`src/rtl/sfu_pkg.sv`:
```
// Shared SFU definitions.
// Holds the pooling window size and the lane/beat/word width helpers used by
// sfu_max_pool and sfu_pool_pack. No ports; import with sfu_pkg::*.
package sfu_pkg;

  // Beats per packed word (2x2 max-pool window).
  localparam int unsigned POOL_WIN = 4;

  // Default datapath geometry shared by the SFU stages.
  localparam int unsigned PSUM_BW        = 16;
  localparam int unsigned COL            = 8;
  localparam int unsigned LANES_PER_BEAT = COL / POOL_WIN;

  typedef logic [PSUM_BW-1:0]                lane_t;
  typedef logic [LANES_PER_BEAT*PSUM_BW-1:0] beat_t;
  typedef logic [COL*PSUM_BW-1:0]            word_t;

  // Index of the next beat slot inside the word being packed.
  typedef logic [1:0] slot_t;

  // Width in bits of one max-pool beat for a given lane width and lane count.
  function automatic int unsigned beat_bits(input int unsigned psum_bw,
                                            input int unsigned col);
    return (col / POOL_WIN) * psum_bw;
  endfunction

endpackage

```
`src/rtl/sfu_out_reg.sv`:
```
// One-entry valid/ready output register with a running write address.
// Ports:
//   clk, reset        clock, synchronous active-high reset
//   clear             drop any held word and reload the address with clear_addr
//   clear_addr        address loaded on clear
//   load, load_data   capture a new word (caller guarantees ~out_valid | out_ready)
//   out_valid/ready   downstream handshake
//   out_data          held word
//   out_addr          address of out_data; advances by one on each transfer
module sfu_out_reg #(
  parameter int unsigned data_bw = 128,
  parameter int unsigned addr_bw = 11
) (
  input  logic               clk,
  input  logic               reset,
  input  logic               clear,
  input  logic [addr_bw-1:0] clear_addr,
  input  logic               load,
  input  logic [data_bw-1:0] load_data,
  output logic               out_valid,
  input  logic               out_ready,
  output logic [data_bw-1:0] out_data,
  output logic [addr_bw-1:0] out_addr
);

  logic xfer;

  assign xfer = out_valid & out_ready;

  always_ff @(posedge clk) begin
    if (reset) begin
      out_valid <= 1'b0;
      out_data  <= '0;
      out_addr  <= '0;
    end else if (clear) begin
      out_valid <= 1'b0;
      out_data  <= '0;
      out_addr  <= clear_addr;
    end else begin
      // The address register always names the next word to be written, so a
      // word loaded in the same cycle as a transfer picks up the bumped value.
      if (xfer) begin
        out_addr <= out_addr + addr_bw'(1);
      end
      if (load) begin
        out_valid <= 1'b1;
        out_data  <= load_data;
      end else if (xfer) begin
        out_valid <= 1'b0;
      end
    end
  end

endmodule

```
`src/rtl/sfu_pool_pack.sv`:
```
// Packs four narrow max-pool beats into one full col-lane word and hands each
// word, with a running SRAM write address, to the output writer.
// Ports:
//   clk, reset                 clock, synchronous active-high reset
//   start_i, base_addr_i       restart: load base address, clear packer/count
//   in_valid_i, pool_in,
//   in_ready_o                 beat input handshake (beat 0 lands in the LSBs)
//   flush_i                    emit a partially filled word, unused slots zero
//   wr_valid_o, wr_ready_i,
//   wr_data_o, wr_addr_o       packed word output handshake
//   word_cnt_o                 words transferred since start_i
//   busy_o                     beats pending in the packer or word pending
module sfu_pool_pack
  import sfu_pkg::*;
#(
  parameter int unsigned psum_bw = 16,
  parameter int unsigned col     = 8,
  parameter int unsigned addr_bw = 11
) (
  input  logic                              clk,
  input  logic                              reset,
  input  logic                              start_i,
  input  logic [addr_bw-1:0]                base_addr_i,
  input  logic                              in_valid_i,
  input  logic [beat_bits(psum_bw,col)-1:0] pool_in,
  output logic                              in_ready_o,
  input  logic                              flush_i,
  output logic                              wr_valid_o,
  input  logic                              wr_ready_i,
  output logic [col*psum_bw-1:0]            wr_data_o,
  output logic [addr_bw-1:0]                wr_addr_o,
  output logic [addr_bw-1:0]                word_cnt_o,
  output logic                              busy_o
);

  localparam int unsigned B = beat_bits(psum_bw, col);
  localparam int unsigned W = col * psum_bw;
  localparam slot_t LAST_SLOT = slot_t'(POOL_WIN - 1);

  // Only the first three beats are stored; the fourth goes straight into the
  // output register together with them.
  logic [(POOL_WIN-1)*B-1:0] pack_q;
  slot_t                     slot_q;
  logic [addr_bw-1:0]        word_cnt_q;

  logic   space_ok;
  logic   accept;
  logic   complete;
  logic   flush_emit;
  logic   load;
  logic   xfer;
  slot_t  slot_after;
  logic [W-1:0] merged;

  // Output register can take a word this cycle (empty or draining).
  assign space_ok   = ~wr_valid_o | wr_ready_i;
  assign in_ready_o = ~start_i & ((slot_q != LAST_SLOT) | space_ok);
  assign accept     = in_valid_i & in_ready_o;
  assign complete   = accept & (slot_q == LAST_SLOT);
  assign slot_after = accept ? slot_q + slot_t'(1) : slot_q;

  // A flush looks at the fill level after any same-cycle beat; when that beat
  // already completes the word there is nothing left to pad.
  assign flush_emit = flush_i & ~start_i & ~complete & (slot_after != '0) & space_ok;
  assign load       = complete | flush_emit;
  assign xfer       = wr_valid_o & wr_ready_i;

  // Stored beats plus the beat accepted this cycle; untouched slots read zero
  // because pack_q is cleared whenever a word leaves the packer.
  always_comb begin
    merged = {{B{1'b0}}, pack_q};
    if (accept) begin
      for (int unsigned k = 0; k < POOL_WIN; k++) begin
        if (slot_q == slot_t'(k)) begin
          merged[k*B +: B] = pool_in;
        end
      end
    end
  end

  always_ff @(posedge clk) begin
    if (reset) begin
      slot_q     <= '0;
      pack_q     <= '0;
      word_cnt_q <= '0;
    end else if (start_i) begin
      slot_q     <= '0;
      pack_q     <= '0;
      word_cnt_q <= '0;
    end else begin
      if (xfer) begin
        word_cnt_q <= word_cnt_q + addr_bw'(1);
      end
      if (load) begin
        slot_q <= '0;
        pack_q <= '0;
      end else if (accept) begin
        slot_q <= slot_after;
        pack_q <= merged[(POOL_WIN-1)*B-1:0];
      end
    end
  end

  sfu_out_reg #(
    .data_bw (W),
    .addr_bw (addr_bw)
  ) u_out_reg (
    .clk        (clk),
    .reset      (reset),
    .clear      (start_i),
    .clear_addr (base_addr_i),
    .load       (load),
    .load_data  (merged),
    .out_valid  (wr_valid_o),
    .out_ready  (wr_ready_i),
    .out_data   (wr_data_o),
    .out_addr   (wr_addr_o)
  );

  assign word_cnt_o = word_cnt_q;
  assign busy_o     = (slot_q != '0) | wr_valid_o;

endmodule

```
`config.mk`:
```
export PLATFORM = sky130hd
export DESIGN_NAME = sfu_pool_pack
export DESIGN_NICKNAME = d
export VERILOG_FILES = /design/src/rtl/sfu_pkg.sv /design/src/rtl/sfu_out_reg.sv /design/src/rtl/sfu_pool_pack.sv
export SDC_FILE = /design/constraint.sdc
export NUM_CORES = 1
export LEC_CHECK = 0
export ABC_CLOCK_PERIOD_IN_PS = 4100
export BUFFER_PORTS_ARGS = -buffer_cell sky130_fd_sc_hd__buf_2
export CORE_MARGIN = 2
export CORE_UTILIZATION = 45
export CTS_CLUSTER_SIZE = 12
export DETAILED_ROUTE_END_ITERATION = 6
export PLACE_DENSITY = 0.68
export SYNTH_ARGS = -nofsm -noshare
export SYNTH_HDL_FRONTEND = slang
export SYNTH_SLANG_ARGS = --single-unit
```
`constraint.sdc`:
```
create_clock -name clk -period 4.1 [get_ports clk]
set_clock_uncertainty 0.05 [all_clocks]
set_input_delay 0.205 -clock clk [delete_from_list [all_inputs] [get_ports clk]]
set_output_delay 0.205 -clock clk [all_outputs]
set_load 0.05 [all_outputs]
```
==> flow_results.xml, run 1 <==
<?xml version="1.0" encoding="UTF-8"?>
<metrics>
  <group name="cells_and_area">
    <metric name="final_net_count" unit="">1142</metric>
    <metric name="fraction_of_layout_instances_using_a_drive_strength_above_1" unit="%">25.52</metric>
    <metric name="multi_input_area" unit="sq um">3796</metric>
    <metric name="insertedDiodeCount" unit="">0</metric>
    <metric name="layout_common_cells" unit="">sky130_fd_sc_hd__dfxtp_1, sky130_fd_sc_hd__buf_2, sky130_fd_sc_hd__nor2_1, sky130_fd_sc_hd__a21oi_1, sky130_fd_sc_hd__mux2i_1</metric>
    <metric name="postLayoutCoreUtil" unit="%">57.41</metric>
    <metric name="layout.cells.non_filler" unit="">1371</metric>
    <metric name="fill_cells" unit="">1727</metric>
    <metric name="final-seq-area" unit="sq um">4985</metric>
    <metric name="layout-area-overhead-vs-synth" unit="%">25.99</metric>
    <metric name="leading_cell_type_in_the_layout_fill_and_taps_excluded" unit="">sky130_fd_sc_hd__dfxtp_1</metric>
  </group>
  <group name="synthesis">
    <metric name="syn_inst" unit="">875</metric>
    <metric name="mappedNetlistArea" unit="sq um">9161</metric>
    <metric name="postSynthAreaPerCell" unit="sq um">10.47</metric>
    <metric name="netlist-cell-type-count" unit="">39</metric>
    <metric name="count_of_state_elements_after_synthesis" unit="">249</metric>
    <metric name="mappedNetlistNets" unit="">930</metric>
    <metric name="synth.yosys.warnings" unit="">0</metric>
    <metric name="yosysSeqAreaShare" unit="%">54.41</metric>
  </group>
  <group name="setup_path">
    <metric name="worstRegToRegCells" unit="">7</metric>
    <metric name="data_required_time_of_the_worst_path" unit="ps">4420</metric>
    <metric name="timing.critical_path.arrival" unit="ps">3110</metric>
    <metric name="worstSetupEndpointType" unit="">flip-flop</metric>
    <metric name="reg2reg_from" unit="">slot_q[0]</metric>
    <metric name="ff2ff_setup_slack" unit="ps">1310</metric>
    <metric name="regToRegEndpoint" unit="">u_out_reg.out_data[13]</metric>
    <metric name="worstSetupStartpointType" unit="">flip-flop</metric>
    <metric name="cp_max_fo" unit="">55</metric>
    <metric name="worst-setup-path-type" unit="">reg2reg</metric>
  </group>
  <group name="timing">
    <metric name="fin_setup_tns" unit="ps">0</metric>
    <metric name="min_period" unit="ps">2794</metric>
    <metric name="setup-violations-final" unit="">0</metric>
    <metric name="slew_violations" unit="">0</metric>
    <metric name="final_min_period_over_clock_period" unit="%">68.13</metric>
    <metric name="tightest_pin_transition" unit="ps">1169</metric>
    <metric name="clock.fmax" unit="MHz">358.0</metric>
    <metric name="max-slew-margin-rel" unit="%">22.06</metric>
    <metric name="hold_viol" unit="">0</metric>
    <metric name="unrepaired_setup_endpoints_after_global_routing" unit="">no</metric>
  </group>
  <group name="pwr">
    <metric name="share_clk_of_total_power" unit="%">43.5</metric>
    <metric name="leakage_dissipation" unit="uW">0.004438</metric>
    <metric name="pwr-share-comb" unit="%">8.0</metric>
    <metric name="power.share.sequential" unit="%">48.5</metric>
    <metric name="p_switching" unit="uW">1199</metric>
    <metric name="switching_share" unit="%">23.55</metric>
    <metric name="maximum_vdd_drop" unit="V">0.0003256</metric>
    <metric name="intPower" unit="uW">3891</metric>
    <metric name="power_density" unit="nW/um^2">441.0</metric>
  </group>
  <group name="grt">
    <metric name="first_global_vias" unit="">7096</metric>
    <metric name="global_route.overflow_total" unit="">0</metric>
    <metric name="grtUsageTotal" unit="%">21.23</metric>
    <metric name="grt_max_degree" unit="">99</metric>
    <metric name="grt_pass1_wl" unit="mm">37.75</metric>
    <metric name="antenna_found_initial" unit="">0</metric>
  </group>
  <group name="route">
    <metric name="antenna_violating_nets_post_route" unit="">0</metric>
    <metric name="postRouteWirelength" unit="mm">23.47</metric>
    <metric name="route.detailed.drc" unit="">0</metric>
    <metric name="number_of_drc_markers_after_the_initial_detailed_route_iteration" unit="">374</metric>
    <metric name="drt_pre_antenna_iters" unit="">6</metric>
    <metric name="total_number_of_vias" unit="">7314</metric>
    <metric name="avgViaCountPerCell" unit="">5.335</metric>
    <metric name="wire_per_inst" unit="um">17.12</metric>
  </group>
  <group name="clock_tree">
    <metric name="clock_path_buffers" unit="">3</metric>
    <metric name="insertion_delay" unit="ps">520</metric>
    <metric name="cts_post_setup_buffers_inserted" unit="">0</metric>
    <metric name="clock_sink_count" unit="">249</metric>
    <metric name="clock-root-buffer" unit="">sky130_fd_sc_hd__clkbuf_16</metric>
    <metric name="cts_hold_repair.buffers" unit="">56</metric>
    <metric name="post_cts_resized" unit="">0</metric>
    <metric name="ctsHtreeMaxLevel" unit="">1</metric>
    <metric name="cts_made_buffers" unit="">26</metric>
    <metric name="worst_setup_hold_path_clk_slew" unit="ps">60</metric>
    <metric name="cts_tree" unit="">done</metric>
  </group>
  <group name="floorplanning">
    <metric name="core-area" unit="sq um">20100</metric>
    <metric name="die_y" unit="um">146.7</metric>
    <metric name="initial_core_util" unit="%">45.57</metric>
    <metric name="die-width" unit="um">146.7</metric>
    <metric name="core.rowCount" unit="">52</metric>
    <metric name="die_area" unit="sq um">21520</metric>
    <metric name="boundaryPins" unit="">202</metric>
  </group>
  <group name="hold_path">
    <metric name="hold_path.startpoint" unit="">start_i</metric>
    <metric name="hold_end" unit="">u_out_reg.out_valid</metric>
    <metric name="timing.hold.worst_path_depth" unit="">3</metric>
    <metric name="min_path_type" unit="">in2reg</metric>
  </group>
  <group name="placed_design">
    <metric name="detailed_place_hpwl" unit="mm">13.79</metric>
    <metric name="gp_congestion" unit="">0.8241</metric>
    <metric name="port_buffers" unit="">201</metric>
    <metric name="post_placement_cell_count" unit="">1273</metric>
  </group>
  <group name="run_status">
    <metric name="run_status" unit="">finished clean</metric>
  </group>
  <group name="flow_run">
    <metric name="max_cap_viol_count" unit="">0</metric>
  </group>
</metrics>
cell families after synthesis:
group	share of synthesized area [%]
muxes	10.49
AOI/OAI and AO/OA	19.58
xor gates and xnor gates	1.625
adders and majority gates	0.8194
DFF	54.41
and+or+nand+nor	8.317
buffers and inverters	4.753
power groups by stage:
stage	Sequential [uW]	Clock, uW	Combinational (uW)
floorplan	2590	0	183
global placement	2520	0	359
detailed placement	2520	0	362
CTS	2470	2260	406
global route	2470	2360	433
finish	2470	2220	405
through the flow:
| step | instance area, sq um | hold WS, ps | worst slack, ps | total power, uW |
|---|---|---|---|---|
| floorplan | 9161 | 227.1 | 1951 | 2778 |
| global placement | 10190 | 406.3 | 1416 | 2881 |
| detailed placement | 10190 | 411.0 | 1338 | 2884 |
| CTS | 11540 | 40.17 | 1338 | 5135 |
| global route | 11540 | 74.84 | 1163 | 5265 |
| finish | 11540 | 62.24 | 1306 | 5090 |
routing by layer:
| layer | global-route usage (%) | routed length [um] |
|---|---|---|
| met2 | 35.21 | 10950 |
| met5 | 0 | 0 |
| met1 | 28.30 | 10720 |
| met4 | 6.845 | 605 |
| met3 | 3.594 | 1202 |
worst max-delay path, stage by stage (launching register included):
cell and delay (ps):
sky130_fd_sc_hd__dfxtp_1 400, sky130_fd_sc_hd__inv_1 110, sky130_fd_sc_hd__ha_1 310, sky130_fd_sc_hd__nand4bb_1 150, sky130_fd_sc_hd__a31o_4 330, sky130_fd_sc_hd__and2_4 700
sky130_fd_sc_hd__buf_4 440, sky130_fd_sc_hd__a211oi_1 120
worst max path at each step:
stage,startpoint,endpoint,slack [ps],cells past startpoint
after CTS,slot_q[0],u_out_reg.out_data[13],1340,7
after global placement,slot_q[0],u_out_reg.out_data[18],1420,7
after floorplan,slot_q[0],u_out_reg.out_valid,1950,10
after detailed placement,slot_q[0],u_out_reg.out_data[15],1340,7
final,slot_q[0],u_out_reg.out_data[13],1310,7
after global routing,slot_q[0],u_out_reg.out_data[13],1160,7
sequential cells by signal (all words and copies together) (netlist names):
signal,count
u_out_reg.out_data,128
pack_q,96
u_out_reg.out_addr,11
word_cnt_o,11
slot_q,2
u_out_reg.out_valid,1
layout make-up:
cell class,instances,share of cell area [%]
tap,270,2.927
clock buffer,39,6.504
clock inverter,3,0.3686
timing repair buffer,263,13.96
inverter,5,0.1626
sequential,249,43.19
multi-input combinational,542,32.89
Yosys cell counts (all sizes together):
| library cell | count | area, sq um |
|---|---|---|
| or3 | 3 | 18.77 |
| dfxtp | 249 | 4985 |
| a311oi | 2 | 17.52 |
| nand2 | 15 | 56.30 |
| inv | 5 | 18.77 |
| xnor2 | 9 | 78.83 |
| nand3 | 8 | 40.04 |
| xor2 | 8 | 70.07 |
| a31oi | 1 | 6.260 |
| a22o | 32 | 280.3 |
| and2 | 5 | 31.28 |
| a21o | 1 | 7.510 |
| ha | 6 | 75.07 |
| a21oi | 103 | 515.5 |
| and3 | 4 | 25.02 |
| clkbuf | 31 | 116.4 |
| and4 | 1 | 8.760 |
| a32o | 1 | 10.01 |
| o21a | 1 | 7.510 |
| nor3 | 2 | 10.01 |
| a31o | 1 | 8.760 |
| nand4bb | 1 | 11.26 |
| nor2 | 116 | 435.4 |
| nand2b | 2 | 12.51 |
| buf | 48 | 300.3 |
| nand4 | 7 | 43.79 |
| nor4 | 3 | 18.77 |
| or4 | 1 | 7.510 |
| o211ai | 1 | 7.510 |
| or2 | 2 | 12.51 |
| a211oi | 103 | 918.4 |
| o21ai | 3 | 15.01 |
| nand3b | 1 | 11.26 |
| mux2i | 96 | 960.9 |
| nor2b | 3 | 18.77 |
No activity file was read; power rests on OpenSTA's default activity.
==> inputs of run 2 (changes only) <==
Settings changed: ABC_CLOCK_PERIOD_IN_PS 4100 to 2700.
Clock period 4.1 ns to 2.7 ns, I/O delays scaled along.
==> run 2 against run 1 <==
Against the previous run:
- flip-flop and latch count is the same
- non-clock buffer count grew 10
- final area grew 1.1%
- die area is the same
- combinational power grew 56%
- sequential power grew 52%
==> flow_results.xml, run 2 (synthesis gave the netlist of run 1 again) <==
<?xml version="1.0" encoding="UTF-8"?>
<metrics>
  <group name="run_status">
    <metric name="run_status" unit="">finished clean</metric>
  </group>
  <group name="route">
    <metric name="avgViaCountPerCell" unit="">5.333</metric>
    <metric name="wire_per_inst" unit="um">17.05</metric>
    <metric name="route.detailed.drc" unit="">0</metric>
    <metric name="postRouteWirelength" unit="mm">23.53</metric>
    <metric name="drt_pre_antenna_iters" unit="">6</metric>
    <metric name="antenna_violating_nets_post_route" unit="">0</metric>
    <metric name="number_of_drc_markers_after_the_initial_detailed_route_iteration" unit="">350</metric>
    <metric name="total_number_of_vias" unit="">7359</metric>
  </group>
  <group name="cells_and_area">
    <metric name="postLayoutCoreUtil" unit="%">58.05</metric>
    <metric name="largest_register_ffs" unit="">128</metric>
    <metric name="biggestRegsByFlops" unit="">u_out_reg.out_data x128, pack_q x96</metric>
    <metric name="leading_cell_type_in_the_layout_fill_and_taps_excluded" unit="">sky130_fd_sc_hd__dfxtp_1</metric>
    <metric name="final_net_count" unit="">1152</metric>
    <metric name="final_cell_area" unit="sq um">11670</metric>
    <metric name="layout-area-overhead-vs-synth" unit="%">27.38</metric>
    <metric name="fraction_of_layout_instances_using_a_drive_strength_above_1" unit="%">26.49</metric>
    <metric name="insertedDiodeCount" unit="">0</metric>
    <metric name="layout_common_cells" unit="">sky130_fd_sc_hd__dfxtp_1, sky130_fd_sc_hd__buf_2, sky130_fd_sc_hd__nor2_1, sky130_fd_sc_hd__a21oi_1, sky130_fd_sc_hd__mux2i_1</metric>
    <metric name="registers.top_by_ff_count" unit="">u_out_reg.out_data</metric>
  </group>
  <group name="floorplanning">
    <metric name="die_y" unit="um">146.7</metric>
    <metric name="initial_core_util" unit="%">45.57</metric>
    <metric name="core-area" unit="sq um">20100</metric>
    <metric name="core.rowCount" unit="">52</metric>
    <metric name="die-width" unit="um">146.7</metric>
    <metric name="die_area" unit="sq um">21520</metric>
    <metric name="boundaryPins" unit="">202</metric>
  </group>
  <group name="clock_tree">
    <metric name="insertion_delay" unit="ps">510</metric>
    <metric name="cts_tree" unit="">done</metric>
    <metric name="ctsHtreeMaxLevel" unit="">1</metric>
    <metric name="worst_setup_hold_path_clk_slew" unit="ps">60</metric>
    <metric name="clock-root-buffer" unit="">sky130_fd_sc_hd__clkbuf_16</metric>
    <metric name="cts_made_buffers" unit="">26</metric>
    <metric name="post_cts_resized" unit="">0</metric>
    <metric name="clock_sink_count" unit="">249</metric>
    <metric name="clock_path_buffers" unit="">3</metric>
  </group>
  <group name="placed_design">
    <metric name="detailed_place_hpwl" unit="mm">13.92</metric>
    <metric name="gp_congestion" unit="">0.7931</metric>
    <metric name="placement.cell_area" unit="sq um">10310</metric>
    <metric name="port_buffers" unit="">201</metric>
  </group>
  <group name="pwr">
    <metric name="leakage_dissipation" unit="uW">0.004515</metric>
    <metric name="power_density" unit="nW/um^2">660.0</metric>
    <metric name="maximum_vdd_drop" unit="V">0.0004432</metric>
  </group>
  <group name="timing">
    <metric name="max-slew-margin-rel" unit="%">29.04</metric>
    <metric name="setup-violations-final" unit="">0</metric>
    <metric name="min_period" unit="ps">2382</metric>
    <metric name="fin_setup_tns" unit="ps">0</metric>
    <metric name="slew_violations" unit="">0</metric>
    <metric name="hold_viol" unit="">0</metric>
    <metric name="clock.fmax" unit="MHz">419.8</metric>
    <metric name="holdWs" unit="ps">44.89</metric>
    <metric name="final_min_period_over_clock_period" unit="%">88.22</metric>
    <metric name="tightest_pin_transition" unit="ps">1064</metric>
    <metric name="unrepaired_setup_endpoints_after_global_routing" unit="">no</metric>
  </group>
  <group name="grt">
    <metric name="grt_pass1_wl" unit="mm">37.84</metric>
    <metric name="antenna_found_initial" unit="">0</metric>
    <metric name="global_route.overflow_total" unit="">0</metric>
    <metric name="first_global_vias" unit="">7108</metric>
    <metric name="grtUsageTotal" unit="%">21.15</metric>
    <metric name="grt_max_degree" unit="">99</metric>
  </group>
  <group name="setup_path">
    <metric name="crit_start" unit="">slot_q[0]</metric>
    <metric name="data_required_time_of_the_worst_path" unit="ps">3000</metric>
    <metric name="worstSetupStartpointType" unit="">flip-flop</metric>
    <metric name="worst-setup-path-type" unit="">reg2reg</metric>
    <metric name="timing.critical_path.arrival" unit="ps">2690</metric>
    <metric name="reg2reg_from" unit="">slot_q[0]</metric>
    <metric name="cp_max_fo" unit="">98</metric>
    <metric name="worstSetupEndpointType" unit="">flip-flop</metric>
  </group>
  <group name="hold_path">
    <metric name="hold_path.startpoint" unit="">wr_ready_i</metric>
    <metric name="min_path_type" unit="">in2reg</metric>
  </group>
  <group name="flow_run">
    <metric name="max_cap_viol_count" unit="">0</metric>
  </group>
</metrics>
==> run 2: power by group <==
part           internal [uW]  leakage [uW]  switching (uW)
combinational            207       0.00211             424
sequential              3720       0.00201            30.0
clock                   1940      0.000394            1380
total                   5870       0.00451            1840
==> run 2: timing repair <==
| action | in CTS | in global routing |
|---|---|---|
| hold buffers | 57 | 0 |
| endpoints found under the hold margin | 146 | 0 |
| endpoints found under the setup margin | 0 | 0 |
| buffers inserted | 0 | 0 |
==> run 2: worst max-delay path, cell delays in order, from the launching register on <==
cell and delay (ps):
sky130_fd_sc_hd__dfxtp_1 390, sky130_fd_sc_hd__inv_1 110, sky130_fd_sc_hd__ha_1 310, sky130_fd_sc_hd__nand4bb_1 140
sky130_fd_sc_hd__a31o_4 210, sky130_fd_sc_hd__a21o_4 750, sky130_fd_sc_hd__nor2_1 120
==> run 2: layer usage <==
metal | part of all wire (%) | vias up | GRT usage (%)
li1 | - | 3574 | -
met1 | 46 | 3554 | 28.84
met2 | 48 | 197 | 35.59
met3 | 4.8 | 34 | 2.719
met4 | 2.0 | 0 | 5.485
met5 | 0 | - | 0
==> run 2: path summary, 6_finish.rpt <==
check / to / slack [ps] / depth (start not counted)
hold / removal: u_out_reg.out_valid / 40 / 3
setup / recovery: pack_q[88] / 320 / 6
hold reg to reg: u_out_reg.out_data[113] / 420 / 1
setup reg to reg: pack_q[88] / 320 / 6
==> run 2: area by class of cell <==
| cell class | count | area, sq um |
|---|---|---|
| tap | 270 | 337.8 |
| clock inverter | 4 | 31.28 |
| multi-input combinational | 542 | 3796 |
| timing repair buffer | 273 | 1739 |
| fill | 1777 | 8434 |
| clock buffer | 37 | 762.0 |
| sequential | 249 | 4985 |
| inverter | 5 | 18.77 |
==> run 2: per-stage QoR <==
step	cells	setup slack, ps	total power [uW]
2_1_floorplan	875	551.3	4218
3_3_place_gp	1282	452.8	4388
3_5_place_dp	1282	350.7	4395
4_1_cts	1380	348.8	7772
5_1_grt	1380	172.8	7982
6_report	1380	318.1	7702
